<file path="src/rtl/writeback_stage.sv">
// ============================================================================
// Module   : writeback_stage
// Purpose  : MEM/WB pipeline register, write-back select and decode bypass.
//            Optional retired-instruction counter under WB_RETIRE_CNT_EN.
// Revision : 1.0  initial release
// ============================================================================
`default_nettype none

module writeback_stage #(
   parameter int DATA_W      = 32,
   parameter int ADDR_W      = 5,
   parameter int LINK_OFFSET = 4
) (
   input  logic              clk,
   input  logic              reset,
   input  logic              stall,
   input  logic              flush,
   input  logic              in_valid,
   input  logic              in_reg_write,
   input  logic [ADDR_W-1:0] in_dr,
   input  logic [1:0]        in_wb_sel,
   input  logic [DATA_W-1:0] in_alu_result,
   input  logic [DATA_W-1:0] in_mem_data,
   input  logic [DATA_W-1:0] in_pc,
   input  logic [ADDR_W-1:0] sr1,
   input  logic [ADDR_W-1:0] sr2,
   input  logic [DATA_W-1:0] rf_rData1,
   input  logic [DATA_W-1:0] rf_rData2,
   output logic              rf_write,
   output logic [ADDR_W-1:0] rf_dr,
   output logic [DATA_W-1:0] rf_wrData,
   output logic [DATA_W-1:0] rd1_fwd,
   output logic [DATA_W-1:0] rd2_fwd,
   output logic              wb_valid,
   output logic [31:0]       retire_count
);

   localparam logic [DATA_W-1:0] c_link_off = DATA_W'(LINK_OFFSET);
   localparam logic [1:0]        c_sel_alu  = 2'b00;
   localparam logic [1:0]        c_sel_mem  = 2'b01;
   localparam logic [1:0]        c_sel_link = 2'b10;

   logic              valid_q,     valid_d;
   logic              reg_write_q, reg_write_d;
   logic [ADDR_W-1:0] dr_q,        dr_d;
   logic [1:0]        wb_sel_q,    wb_sel_d;
   logic [DATA_W-1:0] alu_q,       alu_d;
   logic [DATA_W-1:0] mem_q,       mem_d;
   logic [DATA_W-1:0] pc_q,        pc_d;

   // Flush only kills the control bits; data fields are left as they were.
   always_comb begin
      valid_d     = valid_q;
      reg_write_d = reg_write_q;
      dr_d        = dr_q;
      wb_sel_d    = wb_sel_q;
      alu_d       = alu_q;
      mem_d       = mem_q;
      pc_d        = pc_q;
      if (flush) begin
         valid_d     = 1'b0;
         reg_write_d = 1'b0;
      end else if (!stall) begin
         valid_d     = in_valid;
         reg_write_d = in_reg_write;
         dr_d        = in_dr;
         wb_sel_d    = in_wb_sel;
         alu_d       = in_alu_result;
         mem_d       = in_mem_data;
         pc_d        = in_pc;
      end
   end

   always_ff @(posedge clk) begin
      if (reset) begin
         valid_q     <= 1'b0;
         reg_write_q <= 1'b0;
         dr_q        <= '0;
         wb_sel_q    <= 2'b00;
         alu_q       <= '0;
         mem_q       <= '0;
         pc_q        <= '0;
      end else begin
         valid_q     <= valid_d;
         reg_write_q <= reg_write_d;
         dr_q        <= dr_d;
         wb_sel_q    <= wb_sel_d;
         alu_q       <= alu_d;
         mem_q       <= mem_d;
         pc_q        <= pc_d;
      end
   end

   // The reserved select code falls back to the ALU result silently.
   always_comb begin
      rf_wrData = alu_q;
      case (wb_sel_q)
         c_sel_alu:  rf_wrData = alu_q;
         c_sel_mem:  rf_wrData = mem_q;
         c_sel_link: rf_wrData = pc_q + c_link_off;
         default:    rf_wrData = alu_q;
      endcase
   end

   assign rf_write = valid_q & reg_write_q & (dr_q != '0);
   assign rf_dr    = dr_q;
   assign wb_valid = valid_q;

   // The bank reads combinationally before its write edge, so forward here.
   assign rd1_fwd = (rf_write && (rf_dr == sr1)) ? rf_wrData : rf_rData1;
   assign rd2_fwd = (rf_write && (rf_dr == sr2)) ? rf_wrData : rf_rData2;

`ifdef WB_RETIRE_CNT_EN
   logic [31:0] retire_q, retire_d;

   always_comb begin
      retire_d = retire_q;
      if (valid_q && !stall && !flush)
         retire_d = retire_q + 32'd1;
   end

   always_ff @(posedge clk) begin
      if (reset)
         retire_q <= '0;
      else
         retire_q <= retire_d;
   end

   assign retire_count = retire_q;
`else
   assign retire_count = '0;
`endif

endmodule

`default_nettype wire
</file>
<file path="config.mk">
export PLATFORM = sky130hd
export DESIGN_NAME = writeback_stage
export DESIGN_NICKNAME = d
export VERILOG_FILES = /design/src/rtl/writeback_stage.sv
export SDC_FILE = /design/constraint.sdc
export NUM_CORES = 1
export LEC_CHECK = 0
export CORE_UTILIZATION = 44
export CTS_CLUSTER_SIZE = 10
export DETAILED_ROUTE_END_ITERATION = 16
export PLACE_DENSITY = 0.84
export SLEW_MARGIN = 20
export SYNTH_ARGS = -nofsm -noshare
export SYNTH_HDL_FRONTEND = slang
export SYNTH_SLANG_ARGS = --single-unit
</file>
<file path="constraint.sdc">
create_clock -name clk -period 4.4 [get_ports clk]
set_input_delay 0.88 -clock clk [delete_from_list [all_inputs] [get_ports clk]]
set_output_delay 0.88 -clock clk [all_outputs]
set_load 0.01 [all_outputs]
</file>
==> qor.yml <==
cts:
  h-tree-depth: 3
  cts_root_buffer: "clkbuf_16"
  hold_buffers: 0
  cts_resized: 0
  path_clk_slew_ps: 70
  cts_made_buffers: 9
  cts_tree: "done"
  clk_path_buf_depth: 2
  cts.sink_count: 105
  clkLatencyLatePin_ps: 360
  cts_setup_buffers: 0
timing:
  final-max-slew-violation-count: 0
  finalSetupTns_ps: 0
  tightest_slew_ps: 1108
  maxSlewHeadroom_pct: 26.15
  finalWorstSetupSlack_ps: 205.8
  skew_ps: 0
  finalCriticalPeriod_ps: 4194
  fin_crit_sh_pct: 95.32
  finalHoldViolCount: 0
  setup_violations: 0
  rsz0062_at_grt: "false"
  hold_ws_ps: 455.5
  max_freq_mhz: 238.4
die:
  die_y_um: 122.3
  core_mm2: 0.01399
  fp.dieW_um: 122.3
  initial_utilization_pct: 45.54
  floorplan.rows: 43
  io_pins: 318
  die_area_mm2: 0.01496
yosys:
  yosys.area_share.simple_pct: 24.93
  synth_mux_area_share_pct: 10.51
  synthFlopType: "dfxtp_1"
  synth_compound_area_share_pct: 18.99
  ys_seq_area_share_pct: 33.00
  synth_top_area_share_pct: 33.00
  ys_ff_latch: 105
  ys_types: 67
  async_flop_share_pct: 0
  syn_area_mm2: 0.006370
  synthTopCellsByArea: "dfxtp_1 33%, nand2_1 14%, a21oi_1 10%, mux2_2 8.3%, buf_4 3.9%"
  synthXorXnorAreaFrac_pct: 2.475
  synth_cells: 842
  synth_adder_area_share_pct: 0.5893
  yosys_warnings: 0
  synth_top_family_by_area: "simple AND/OR/NAND/NOR gates"
  synth_top_cell_by_area: "dfxtp_1"
  syn_avg_cell_area_um2: 7.565
  synth-edff-count: 0
final_layout:
  n_antenna_cell: 0
  syn2layout_area_growth_pct: 49.07
  layout-drive-gt1-share_pct: 9.332
  nets: 1274
  final_area_mm2: 0.009495
  fillCellCount: 1219
  stdcell_count: 1273
status:
  status: "finished, final reports clean"
route:
  via_per_inst: 5.423
  ant_nets: 0
  wl_mm: 22.30
  drt_iter0_drc: 406
  first_pass_iters: 5
  drcViolationCount: 0
  wl_per_cell_um: 17.52
  route.vias.total: 6903
grt:
  grt_pass1_wl_mm: 34.13
  grt_max_degree: 106
  grt_pass1_vias: 6502
  antenna_found_initial: 0
  track_usage_pct: 29.80
  globalRouteOverflowTotal: 0
place:
  dp_slack_ps: 282.7
  io_buffer_count: 285
  dp_hpwl_mm: 16.60
  dp_cells: 1257
  place_congestion: 0.8899
  postPlaceCellArea_mm2: 0.009199
critical_path:
  rr_worst_depth: 2
  cp_data_arrival_time_ps: 3310
  timing.rr.end: "pc_q[11]"
  crit_type: "reg2out"
  critPathRequiredTime_ps: 3520
  rrSetupSlack_ps: 3530
  end_kind: "primary output"
  startpoint: "pc_q[4]"
  r2r_start: "pc_q[11]"
  crit_path_start_kind: "flip-flop"
  path_max_fanout: 14
power:
  p_leak_uw: 0.003414
  p_per_area_mw_per_mm2: 259.0
  vdd_drop_max_v: 0.0001715
worst_hold_path:
  worstHoldPathType: "reg2reg"
  hold_depth: 2
  holdPathEnd: "mem_q[21]"
  hp-start: "mem_q[21]"
flow_run:
  max_cap_viol_count: 0
cells by family after synthesis:
kind of cell,after synthesis
flops,105
simple gates,341
compound gates,203
other cells,1
fa+ha+maj,3
buf+inv,111
xor+xnor,18
mux,60
how the worst max path moves through the flow:
stage	to	cells past startpoint	slack, ps
finish	rd2_fwd[13]	6	210
detailed placement	rd2_fwd[13]	8	280
floorplan	rd2_fwd[23]	5	1320
global placement	rd2_fwd[13]	8	300
global route	rd2_fwd[14]	7	60
CTS	rd2_fwd[13]	6	210
layout make-up:
type	instances	area, µm²	share of cell area, %
multi-input cells	657	3815	40.18
repair buffers	300	3000	31.60
flip-flops and latches	105	2102	22.14
clock buffers	10	229.0	2.411
well taps	180	225.2	2.372
clock inverters	6	67.56	0.7116
inverters	15	56.30	0.5930
Yosys cell counts, types with 3 or more instances:
cell type / number
nand2_1: 237
a21oi_1: 127
dfxtp_1: 105
clkbuf_1: 47
mux2_2: 47
buf_4: 33
nand3_1: 20
o21ai_0: 16
inv_1: 14
xnor2_1: 13
a31oi_1: 12
nand4_1: 12
mux2i_1: 11
buf_2: 9
nor2_1: 9
or4_1: 9
nand2b_1: 8
nor3_1: 8
and3_1: 7
a221oi_1: 5
and4_1: 5
xor2_1: 5
a21boi_0: 4
a22oi_1: 4
a2bb2oi_1: 4
buf_6: 4
o2bb2ai_1: 4
o31ai_1: 4
a31oi_2: 3
ha_1: 3
o211ai_1: 3
o21a_1: 3
or3_1: 3
critical path: stages (launching register included):
cell and delay [ps]:
dfxtp_1 470, and4_1 480, nand4_4 270, o21a_1 240, o21ai_0 650, a31oi_1 290
clkdlybuf4s50_1 550
flip-flops by register name (all words and copies together), names as in the netlist:
signal and flops:
alu_q 32, mem_q 32, pc_q 32, reg_write_q 1, rf_dr 5, wb_sel_q 2, wb_valid 1
power breakdown:
group          internal [µW]  switching, µW  total (µW)  leakage [µW]
Sequential               994           39.0        1030      0.000858
Combinational            335            266         601       0.00242
Clock                    444            382         826      0.000139
Total                   1770            687        2460       0.00341
through the flow:
step / total power, µW / util (%)
finish: 2459 / 67.88
global route: 2555 / 67.88
CTS: 2466 / 67.88
detailed placement: 1652 / 65.76
global placement: 1644 / 65.76
floorplan: 1319 / -
routing by layer:
layer	wire, µm	GRT usage [%]
met1	8962	35.57
met2	11220	52.49
met3	1620	6.320
met4	505	10.37
met5	0	0
placed cells by master, fill, tap and decap left out, types with 8 or more instances in the layout:
cell,count
xnor2_1,13
nand4_1,12
dfxtp_1,105
nor2_1,8
mux2i_1,11
clkdlybuf4s50_1,284
buf_4,13
a21oi_1,127
o21ai_0,16
nand2_1,237
a31oi_1,12
nand3_1,20
conb_1,32
mux2_2,47
or4_1,9
clkbuf_16,9
inv_1,14
nand2b_1,8
(Power assumes the default switching activity.)
